$ cat src/rtl/fetch_stage_pkg.sv
// Shared fetch-stage definitions.
// Instruction word type, JAL opcode and the bubble instruction.
package fetch_stage_pkg;

  typedef logic [31:0] word_t;

  localparam logic [6:0] OPCODE_JAL = 7'b1101111;
  localparam word_t      NOP_INSTR  = 32'h0000_0013;

endpackage

$ cat src/rtl/fetch_stage_jal.sv
// JAL predecode: opcode match and sign-extended J-immediate.
// Purely combinational.
module jal_predecode
  import fetch_stage_pkg::*;
(
  input  word_t instr,
  output logic  is_jal,
  output word_t imm
);

  assign is_jal = (instr[6:0] == OPCODE_JAL);

  assign imm = {{12{instr[31]}},
                instr[19:12],
                instr[20],
                instr[30:21],
                1'b0};

endmodule

$ cat src/rtl/fetch_stage.sv
// Two-stage instruction fetch with skid buffer and JAL early redirect.
// Priority: redirect > stall > JAL > sequential.
module fetch_stage
  import fetch_stage_pkg::word_t;
#(
  parameter word_t RESET_PC  = 32'h0000_0000,
  parameter word_t NOP_INSTR = fetch_stage_pkg::NOP_INSTR
)(
  input  logic        clock,
  input  logic        reset,
  input  logic        stall,
  input  logic        redirect_valid,
  input  logic [31:0] redirect_addr,
  output logic [31:0] imem_addr,
  input  logic [31:0] imem_rdata,
  output logic        out_valid,
  output logic [31:0] out_instr,
  output logic [31:0] out_pc,
  output logic [31:0] out_jal_addr
);

  word_t pc_q;
  word_t pc_1b;
  logic  valid_1b;
  word_t skid_q;
  logic  skid_full;

  word_t instr_1b;
  word_t jal_imm;
  word_t jal_sum;
  logic  is_jal;
  logic  take_jal;

  assign imem_addr = pc_q;

  // Memory re-reads the held PC during a stall, so 1b data lives in skid_q.
  assign instr_1b = skid_full ? skid_q : imem_rdata;

  jal_predecode u_predecode (
    .instr  (instr_1b),
    .is_jal (is_jal),
    .imm    (jal_imm)
  );

  assign take_jal = valid_1b & is_jal;
  assign jal_sum  = pc_1b + jal_imm;

  always_ff @(posedge clock or posedge reset) begin
    if (reset) begin
      pc_q         <= RESET_PC;
      pc_1b        <= '0;
      valid_1b     <= 1'b0;
      skid_q       <= NOP_INSTR;
      skid_full    <= 1'b0;
      out_valid    <= 1'b0;
      out_instr    <= NOP_INSTR;
      out_pc       <= '0;
      out_jal_addr <= '0;
    end else if (redirect_valid) begin
      pc_q      <= {redirect_addr[31:2], 2'b00};
      valid_1b  <= 1'b0;
      skid_full <= 1'b0;
      out_valid <= 1'b0;
      out_instr <= NOP_INSTR;
    end else if (stall) begin
      if (!skid_full) begin
        skid_q    <= imem_rdata;
        skid_full <= 1'b1;
      end
    end else begin
      skid_full    <= 1'b0;
      out_valid    <= valid_1b;
      out_instr    <= valid_1b ? instr_1b : NOP_INSTR;
      out_pc       <= pc_1b;
      out_jal_addr <= pc_1b + 32'd4;
      pc_1b        <= pc_q;
      if (take_jal) begin
        pc_q     <= {jal_sum[31:2], 2'b00};
        valid_1b <= 1'b0;
      end else begin
        pc_q     <= pc_q + 32'd4;
        valid_1b <= 1'b1;
      end
    end
  end

endmodule

$ cat config.mk
export PLATFORM = sky130hd
export DESIGN_NAME = fetch_stage
export DESIGN_NICKNAME = d
export VERILOG_FILES = /design/src/rtl/fetch_stage_pkg.sv /design/src/rtl/fetch_stage_jal.sv /design/src/rtl/fetch_stage.sv
export SDC_FILE = /design/constraint.sdc
export NUM_CORES = 1
export LEC_CHECK = 0
export ABC_AREA = 1
export BUFFER_PORTS_ARGS = -buffer_cell sky130_fd_sc_hd__buf_2
export CAP_MARGIN = 20
export CORE_MARGIN = 3
export CORE_UTILIZATION = 35
export CTS_CLUSTER_DIAMETER = 40
export DETAILED_ROUTE_END_ITERATION = 10
export GPL_TIMING_DRIVEN = 0
export PLACE_DENSITY = 0.54
export SETUP_SLACK_MARGIN = 0.15
export SKIP_CTS_REPAIR_TIMING = 1
export SLEW_MARGIN = 10
export SYNTH_ARGS = -nofsm -noshare
export SYNTH_HDL_FRONTEND = slang
export SYNTH_HIERARCHICAL = 1
export SYNTH_SLANG_ARGS = --single-unit
$ cat constraint.sdc
create_clock -name clock -period 8.6 [get_ports clock]
set_input_delay 1.29 -clock clock [delete_from_list [all_inputs] [get_ports clock]]
set_output_delay 1.29 -clock clock [all_outputs]
set_load 0.05 [all_outputs]
# Word-level counts from Yosys, hierarchy flattened
# Cells that the tools add are included.
[op_classes]
add_sub_neg = 3
eq_ne = 2
muxes = 14
bitwise_logic = 3
n_reduce_logical = 2
[ops]
columns = ["op", "count"]
rows = [
  ["$mux 32", 7],
  ["$add 32x3->32 const B", 2],
  ["$add 32x32->32", 1],
  ["$eq 7x7->1 const B", 1],
  ["$mux 1", 7],
  ["$reduce_and 2->1", 2],
  ["$ne 2x1->1 const B", 1],
  ["$not 1->1", 2],
  ["$and 1x1->1", 1],
]
[word_totals]
reg_bits = 195
output_inout_bits = 129
wordCells = 33

# Logic depth before layout (Yosys ltp)
# Gate-level depths: netlist of the first run.
[depth]
word_depth = 6
depth_mapped = 20
mapped_depth_nobuf = 17

# Modules after synthesis
# The synthesis of the first run kept the hierarchy.
[modules_own_cells]
columns = ["module", "n_inst", "cells_each", "area_per_inst_um2"]
rows = [
  ["fetch_stage", 1, 1681, 11523.6],
  ["jal_predecode", 1, 40, 276.5],
]

# Worst setup path after synthesis of the first run
# No wires, ideal clock.
[synth_path]
path_kind = "input to register"
start = "in imem_rdata[31]"
end = "reg pc_q[30] (netlist: imem_addr[30])"
setup_ps = 117
arrival_time_ps = 2848
required_ps = 8483
setup_slack_ps = 5636
stages = 14
cell_sequence = "nand2_1 > nand2_1 > buf_4 > ha_1 > nand2_1 > inv_1 > a21oi_1 > nand2_1 > a21oi_1 > nand3_1 > nand3_1 > nand2_1 > nand2_1 > nand2_1"
[synth_between]
elab_chain_cells = 5
[synth_rtl]
columns = ["element", "line_no", "text"]
rows = [
  ["from (decl)", "fetch_stage.sv:15", "input logic [31:0] imem_rdata,"],
  ["$mux 32", "--", ""],
  ["via instr_1b[31]", "fetch_stage.sv:28", "word_t instr_1b;"],
  ["$add 32x32->32", "fetch_stage.sv:46", "assign jal_sum = pc_1b + jal_imm;"],
  ["$mux 32", "fetch_stage.sv:77", "if (take_jal) begin"],
  ["$mux 32", "fetch_stage.sv:65", "end else if (stall) begin"],
  ["$mux 32", "fetch_stage.sv:59", "end else if (redirect_valid) begin"],
  ["to (signal assigned)", "fetch_stage.sv:60", "pc_q <= {redirect_addr[31:2], 2'b00};"],
  ["to (signal assigned)", "fetch_stage.sv:78", "pc_q <= {jal_sum[31:2], 2'b00};"],
  ["to (signal assigned)", "fetch_stage.sv:81", "pc_q <= pc_q + 32'd4;"],
  ["to (decl)", "fetch_stage.sv:22", "word_t pc_q;"],
]
# The timed path passes the listed nets, and every way through them passes these cells. The select of a mux whose other input is x is not followed.
# A chain may end at the register's enable or synchronous reset.

# Final worst setup path of the first run
[layout_path]
start = "reg skid_full"
end = "reg pc_q[14] (netlist: imem_addr[14])"
[layout_lines]
columns = ["element", "line_no", "text"]
rows = [
  ["from (decl)", "fetch_stage.sv:26", "logic skid_full;"],
  ["from (signal assigned)", "fetch_stage.sv:54", "skid_full <= 1'b0;"],
  ["from (signal assigned)", "fetch_stage.sv:62", "skid_full <= 1'b0;"],
  ["from (signal assigned)", "fetch_stage.sv:68", "skid_full <= 1'b1;"],
  ["$mux 32", "--", ""],
  ["via instr_1b[12]", "fetch_stage.sv:28", ""],
  ["$add 32x32->32", "fetch_stage.sv:46", ""],
  ["$mux 32", "fetch_stage.sv:77", ""],
  ["$mux 32", "fetch_stage.sv:65", ""],
  ["$mux 32", "fetch_stage.sv:59", ""],
]
# The timed path passes the listed nets, and every way through them passes these cells. The select of a mux whose other input is x is not followed.

==> results.md, run 1 <==
Final layout:
- The filler cell count is about 3700.
- The antenna diode count is 0.
- The number of nets in the layout is ~2000.
- The ratio of cells with drive above 1 in the final layout is 15.7%.
- The final instance area is 13900 um^2.
- In the final layout, flip-flops and latches occupy 4690 um^2.
- The area taken by multi-input logic gates is 5820 um^2.
- Relative to the synthesized area, the layout overhead comes to 17.9%.

STA:
- Setup repair after global routing left no endpoint under its margin.
- The worst path uses 39.6% of the clock period.
- Hold timing on the final database bottoms out at a slack of approximately 0.47 ns.
- Setup violations remaining at the end of the flow were counted as 0.
- The hold violation total from the final report is 0.
- On the final layout, the worst clock skew is 0.0171 ns.
- For this run, the top clock speed supported by timing is 294 MHz.
- The max-slew violation count is 0.
- The worst max-slew margin expressed relative to the limit is 35.7%.
- The slew at the pin closest to its max-slew limit is 0.964 ns.
- The worst path in the final design needs a cycle of 3.41 ns, including I/O delays and setup.

Worst hold path:
- The origin of the worst min-delay path is out_pc[14].
- The count of cells along the worst hold path is 2.
- The path class of the lowest-slack min-delay path is flop to flop.

Floorplanning:
- The die span in x is 189 um.
- The die footprint is roughly 36000 um^2.
- The number of cell rows is 66.
- The initial utilization of the core area, before any placement, comes to 35.8%.
- The height of the die is between 150 and 200 um.
- The top-level port count is approximately 200.
- The core region is 32900 um^2.

Outcome:
- The flow ran to the end, and the final reports show no timing, DRC or antenna violations.

Setup path:
- Counting buffers and inverters, the worst setup path is 15 cells deep.
- Of all nets on the critical path, the largest fanout is 10.
- The depth of the worst register-to-register path is 15.
- The longest individual stage delay on the worst path is 0.42 ns.
- Walking the worst path, the cells encountered are clkbuf_1 -> inv_1 -> clkbuf_1 -> nand2_1 -> nand2_1 -> buf_4 -> ha_1 -> nand2_1 -> inv_1 -> a21oi_1 -> nand3_1 -> o21ai_0 -> o21ai_1 -> nand2_1 -> nand3_1.
- STA classifies the critical path endpoint as a flop.
- The worst-path cell with the longest stage delay is sky130_fd_sc_hd__clkbuf_1.
- The startpoint of the lowest-slack register-to-register path is skid_full.
- The kind of start point of the critical path is a flop.
- The class of the most critical setup path is flop to flop.
- In this run the worst setup path begins at skid_full.
- The gate family responsible for the most delay along the worst path is buffers and inverters.
- The number of buffers and inverters on the critical path is 5.
- The arrival time at the worst endpoint is 3.75 ns.
- Data on the critical path is required at its endpoint by 8.94 ns.
- The cell seen most often among critical-path stages is sky130_fd_sc_hd__nand2_1.

Route:
- The routed layout has 11547 vias.
- The average detailed-routed wire length per instance is ~18 um.
- After the first detailed-routing iteration, the DRC count stood at 924.
- Wires add up to 42700 um.
- The post-detailed-route via-to-cell ratio is 4.84.
- The total DRC errors in the routed layout is 0.
- The number of iterations in the first detailed-routing pass is 5.
- The remaining number of nets flagged by the antenna check after routing is 0.

Synth:
- Synthesis produced 1718 cells.
- The combined area of all synthesized cells is 11800 um^2.
- For this run, the number of Yosys warnings is 6.
- The post-synthesis average cell area is 6.86 um^2.

Clock network:
- The number of buffers on the longest clock path is 2.
- The CTS tree is yes.
- The worst-skew pair later-pin latency is 0.46 ns.
- Clock-pin slew was measured on the worst setup and hold paths at 0.08 ns.
- The total number of H-tree levels is 4.
- Buffers inserted during clock tree synthesis total 17.
- The CTS sink count is 187.
- The root buffer cell chosen for the clock tree is sky130_fd_sc_hd__clkbuf_16.

Placed design:
- Once detailed placement completed, the half-perimeter wirelength came to approximately 34000 um.
- The placed instances occupy a cell area of roughly 13000 um^2.
- The final RePlAce weighted congestion is 0.957.
- Buffers placed on the I/O ports in this run total 187.

Global routing:
- For this run, global-route usage on met3 was measured as 3.96%.
- For met1 alone, demand over resource in global routing was 34.1%.
- The busiest metal layer after global routing is met2.
- Global routing finished with a remaining overflow of 0.
- Entering global routing, the biggest net connects 107 pins.
- The first-pass GRT wire length is between 60000 and 70000 um.
- The initial antenna violation count is 0.
- The total routing resource utilization after global routing is 24.1%.
- In the global route stage, met2 resource usage came out at 37.9%.
- The via count of the first global-routing pass is 11420.

Pwr:
- The leakage power total is 7.39 nW.
- The largest voltage drop on the vdd net is 0.000143 V.
- The power per cell area is slightly above 200 nW/um^2.

Flow run:
- The count of maximum capacitance violations is 0.
## per-layer routing
metal	part of all wire [%]	wire, um
met5	0	0
met2	44	18800
met1	49	20800
met4	2.2	930
met3	5.2	2230
## tightest hold or removal path: stages (launching register included)
cell                      delay [ns]
sky130_fd_sc_hd__dfrtp_1        0.34
sky130_fd_sc_hd__nand2_1        0.05
sky130_fd_sc_hd__nand2_1        0.05
## registers in the layout (all words and copies together), names as in the netlist
register and flops:
out_instr 32, skid_q 32, imem_addr 30, out_jal_addr 30
out_pc 30, pc_1b 30, out_valid 1, skid_full 1
valid_1b 1
## power by group
part           total [W]  leakage, nW  internal (W)  switching [W]
Combinational   0.000973         4.78      0.000264       0.000709
Clock           0.000784        0.265      0.000389       0.000395
Sequential       0.00112         2.34      0.000994       0.000124
## path summary, 6_finish.rpt
| path | to | slack, ns |
|---|---|---|
| max | imem_addr[14] | 5.19 |
| min | out_pc[14] | 0.47 |
| max in group asynchronous | imem_addr[14] | 6.76 |
| min reg2reg | out_pc[14] | 0.47 |
| max reg2reg | imem_addr[14] | 5.19 |
| min in group asynchronous | out_pc[11] | 0.90 |
## per-stage QoR
step           cells  total power (W)  util (%)  setup TNS, ns  worst slack, ns
2_1_floorplan   1723          0.00180         -              0             2.23
3_3_place_gp    2352          0.00209      40.4         -45.19           -0.280
3_5_place_dp    2353          0.00210      40.5              0             4.81
4_1_cts         2385          0.00289      42.3              0             5.18
5_1_grt         2385          0.00304      42.3              0             4.87
6_report        2385          0.00288      42.3              0             5.19
## layout by cell type (no fill, tap or decap), drive strengths merged
cell type,count
mux2,1
and2,1
inv,218
a22o,14
nor2,125
xnor2,2
a31oi,20
o211ai,12
nor4,6
nor3,26
o21a,3
o21bai,4
xor2,37
nand3,82
o221ai,1
a221o,1
clkbuf,55
ha,31
nand4,19
o21ai,119
dfstp,6
dfrtp,181
nor3b,2
a21o,2
nand3b,1
o2111ai,1
o311ai,1
or2,2
clkinvlp,5
nand2,682
conb,6
a21oi,29
a22oi,1
o31ai,1
buf,241
clkinv,5
## cell type report
type | instances | area share (%)
inverters | 214 | 5.84
flip-flops and latches | 187 | 33.7
plain buffers | 90 | 3.50
clock buffers | 18 | 3.16
well taps | 442 | 3.98
multi-input cells | 1232 | 41.9
clock inverters | 14 | 0.928
repair buffers | 188 | 6.94
No activity file was read; power rests on OpenSTA's default activity.
==> inputs of run 2 (changes only) <==
- PLACE_DENSITY: 0.54 -> 0.56
- clock period: 8.6 -> 2.9 ns (I/O delays scaled with it)
==> run 2 against run 1 <==
Against the previous run: sequential power rose to 3.0 times the previous value; utilization rose by 1.7 points; critical path depth increased by 2; count of clock-buffer cells in the layout did not move; first-iteration DRC count shrank 5.0%; clock power grew to 3.0 times the previous value; cell count rose by 0.42%; final area up 4.1%; combinational power grew to 3.2 times the previous value; die area stayed put; worst hold slack worse by 0.39 ns; power grew to 3.1 times the previous value; critical path type unchanged; highest routed layer unchanged.
==> results.md, run 2 (synthesis results as in run 1) <==
Outcome:
- Run status: finished, final reports clean (unchanged).

Pwr:
- The power per cell area was 611 nW/um^2 (was 207 nW/um^2).
- The leakage power total is 7.52 nW (was 7.39 nW).
- The largest voltage drop on the vdd net is 0.000457 V (was 0.000143 V).
- The total chip power is 0.00883 W (was 0.00288 W).

Route:
- The remaining number of nets flagged by the antenna check after routing is 0 (unchanged).
- The wire length after detailed routing is 43800 um (was 42700 um).
- The detailed router's first-iteration violation count is 878 (was 924).
- The count of vias placed by the detailed router is 11730 (was 11547).
- The average detailed-routed wire length per instance was 18.3 um (was 17.9 um).
- The number of iterations in the first detailed-routing pass is 7 (was 5).
- The post-detailed-route via-to-cell ratio came to 4.90 (was 4.84).
- The total DRC errors in the routed layout is 0 (unchanged).

Clock network:
- The number of buffers added by the clock tree synthesis step is 17 (unchanged).
- The number of buffers on the longest clock path was 2 (unchanged).
- The total number of H-tree levels came to 4 (unchanged).
- The worst-skew pair later-pin latency was 0.46 ns (about the same).
- The CTS sink count is 187 (unchanged).
- The CTS tree is yes (unchanged).
- The buffer cell driving the clock tree root is sky130_fd_sc_hd__clkbuf_16 (unchanged).
- The clock-pin slew of the registers on the worst-case setup and hold paths is 0.08 ns (about the same).

Setup path:
- The startpoint of the lowest-slack register-to-register path is skid_full (unchanged).
- The worst path required time was 3.26 ns (was 8.94 ns).
- Critical Path, Cell by Cell: buf_6 -> buf_4 -> nand2_1 -> nand2_1 -> buf_4 -> ha_1 -> nand2_1 -> nor2_4 -> nand2_2 -> nor2_1 -> nand2_2 -> nand3_1 -> nand2_1 -> nand3_1 -> nand2_1 -> nand2_1 -> nand2_1 (was clkbuf_1 -> inv_1 -> clkbuf_1 -> nand2_1 -> nand2_1 -> buf_4 -> ha_1 -> nand2_1 -> inv_1 -> a21oi_1 -> nand3_1 -> o21ai_0 -> o21ai_1 -> nand2_1 -> nand3_1).
- The kind of start point of the critical path is a flop (unchanged).
- The longest individual stage delay on the worst path is 0.38 ns (was 0.42 ns).
- The worst-path cell with the longest stage delay is sky130_fd_sc_hd__dfrtp_1 (was sky130_fd_sc_hd__clkbuf_1).
- The launching instance or port of the critical path is skid_full (unchanged).
- The depth of the worst register-to-register path is 17 (was 15).
- The class of the most critical setup path was flop to flop (unchanged).
- The top fanout value on the critical path is 10 (unchanged).
- The endpoint kind of the worst setup timing path is a flop (unchanged).
- The arrival time at the worst endpoint came to 2.95 ns (was 3.75 ns).
- The cell seen most often among critical-path stages is sky130_fd_sc_hd__nand2_1 (unchanged).

Final layout:
- The antenna diode count is 0 (unchanged).
- The count of placed standard cells in the final layout, fillers left out came to 2395 (was 2385).
- The share of the core filled with cells in the final layout is 44.0% (was 42.3%).
- The synthesis-to-finish area growth was 22.7% (was 17.9%).
- The final instance area was 14500 um^2 (was 13900 um^2).
- The number of nets in the layout is 2039 (was 2029).
- Registers with the highest flip-flop counts: out_instr x32, skid_q x32 (unchanged).
- The ratio of cells with drive above 1 in the final layout is 20.1% (was 15.7%).
- Commonest cells after routing, fill and taps aside: 655 x sky130_fd_sc_hd__nand2_1, 204 x sky130_fd_sc_hd__inv_1, 198 x sky130_fd_sc_hd__buf_2, 181 x sky130_fd_sc_hd__dfrtp_1, 115 x sky130_fd_sc_hd__o21ai_0 (was 677 x sky130_fd_sc_hd__nand2_1, 206 x sky130_fd_sc_hd__inv_1, 198 x sky130_fd_sc_hd__buf_2, 181 x sky130_fd_sc_hd__dfrtp_1, 118 x sky130_fd_sc_hd__o21ai_0).
- The commonest non-fill, non-tap cell in the layout is sky130_fd_sc_hd__nand2_1 (unchanged).

STA:
- The post-route clock skew is 0.0140 ns (was 0.0171 ns).
- The total setup violations reported at the end of the flow was 0 (unchanged).
- The final period demand of the worst path is 2.58 ns (was 3.41 ns).
- The fmax is 387 MHz (was 294 MHz).
- The hold violation total from the final report is 0 (unchanged).
- The max-slew violation count is 0 (unchanged).
- The worst max-slew margin expressed relative to the limit is 32.8% (was 35.7%).
- The fraction of the cycle the final worst path needs came to 89.1% (was 39.6%).
- The slew at the pin closest to its max-slew limit is 1.01 ns (was 0.964 ns).
- The worst hold slack across all endpoints is 0.0770 ns (was 0.471 ns).
- Unrepaired setup endpoints after global routing: yes (was no).

Global routing:
- The initial antenna violation count came to 0 (unchanged).
- The via count of the first global-routing pass was 11500 (was 11420).
- The first-pass GRT wire length is 66200 um (was 66100 um).
- The overall overflow remaining after global route was 0 (unchanged).
- The largest net degree at the start of global routing is 37 (was 107).
- The total routing resource utilization after global routing is 24.1% (about the same).

Placed design:
- The placed instance count is 2357 (was 2353).
- The final RePlAce weighted congestion came to 0.959 (was 0.957).
- The total of buffers placed on input and output ports is 187 (unchanged).
- The HPWL reported at the end of detailed placement came to 35100 um (was 34300 um).
- The post-detailed-placement cell area is 13400 um^2 (was 13300 um^2).

Floorplanning:
- The die footprint was 35900 um^2 (unchanged).
- The core region area is 32900 um^2 (unchanged).
- The top-level port count is 197 (unchanged).
- The die span in x is 189 um (unchanged).
- The number of cell rows is 66 (unchanged).
- The height of the die was 189 um (unchanged).
- The effective utilization at floorplan is 35.8% (unchanged).

Worst hold path:
- The path class of the lowest-slack min-delay path is input port to asynchronous set/reset pin (was flop to flop).

Flow run:
- The count of maximum capacitance violations is 0 (unchanged).
run 2: cell types whose count changed in the layout (fill, tap and decap cells not counted), moves of 8 or more:
cell                       before  now
sky130_fd_sc_hd__nand2_2        5   25
sky130_fd_sc_hd__ha_4           0   19
sky130_fd_sc_hd__clkbuf_1      37   29
sky130_fd_sc_hd__nor2_1       110   97
sky130_fd_sc_hd__nor2_2         9   18
sky130_fd_sc_hd__buf_4         36   45
sky130_fd_sc_hd__ha_1          31   10
sky130_fd_sc_hd__nand2_1      677  655
run 2: final cells by class:
type	count	area (um^2)
clock buffers	18	429
flip-flops and latches	187	4690
inverters	214	810
well taps	442	553
multi-input cells	1233	6240
fillers	3521	18400
repair buffers	197	1070
clock inverters	14	138
plain buffers	90	527
run 2: path summary, 6_finish.rpt:
kind,endpoint,slack (ns)
max,imem_addr[19],0.32
min,out_pc[13],0.08
max reg2reg,imem_addr[19],0.32
min reg2reg,out_pc[8],0.47
max in group asynchronous,imem_addr[14],1.69
min in group clock,imem_addr[17],0.18
run 2: per-stage QoR:
stage / setup TNS (ns) / setup WS, ns
after floorplan: 0 / 0.0634
after global placement: -230.18 / -1.25
after detailed placement: -7.67 / -0.498
after CTS: -8.36 / -0.524
after global routing: 0 / 0.112
final: 0 / 0.316
run 2: metal layers:
| layer | track usage, % | vias up | routed length, um |
|---|---|---|---|
| met5 | 0 | - | 0 |
| met4 | 7.08 | 0 | 1140 |
| met3 | 3.65 | 63 | 2520 |
| met2 | 38.0 | 388 | 19400 |
| met1 | 34.3 | 5444 | 20700 |
| li1 | - | 5835 | - |
run 2: worst max-delay path: cells and delay by family, from the launching register on:
family	cells	cell delay, ns
simple gates	13	1.27
flops	1	0.38
fa+ha+maj	1	0.36
buf+inv	3	0.48
run 2: report_power, final:
part / switching (W) / internal, W / leakage [nW]
registers: 0.000407 / 0.00295 / 2.34
logic: 0.00218 / 0.000924 / 4.90
clock network: 0.00116 / 0.00121 / 0.277
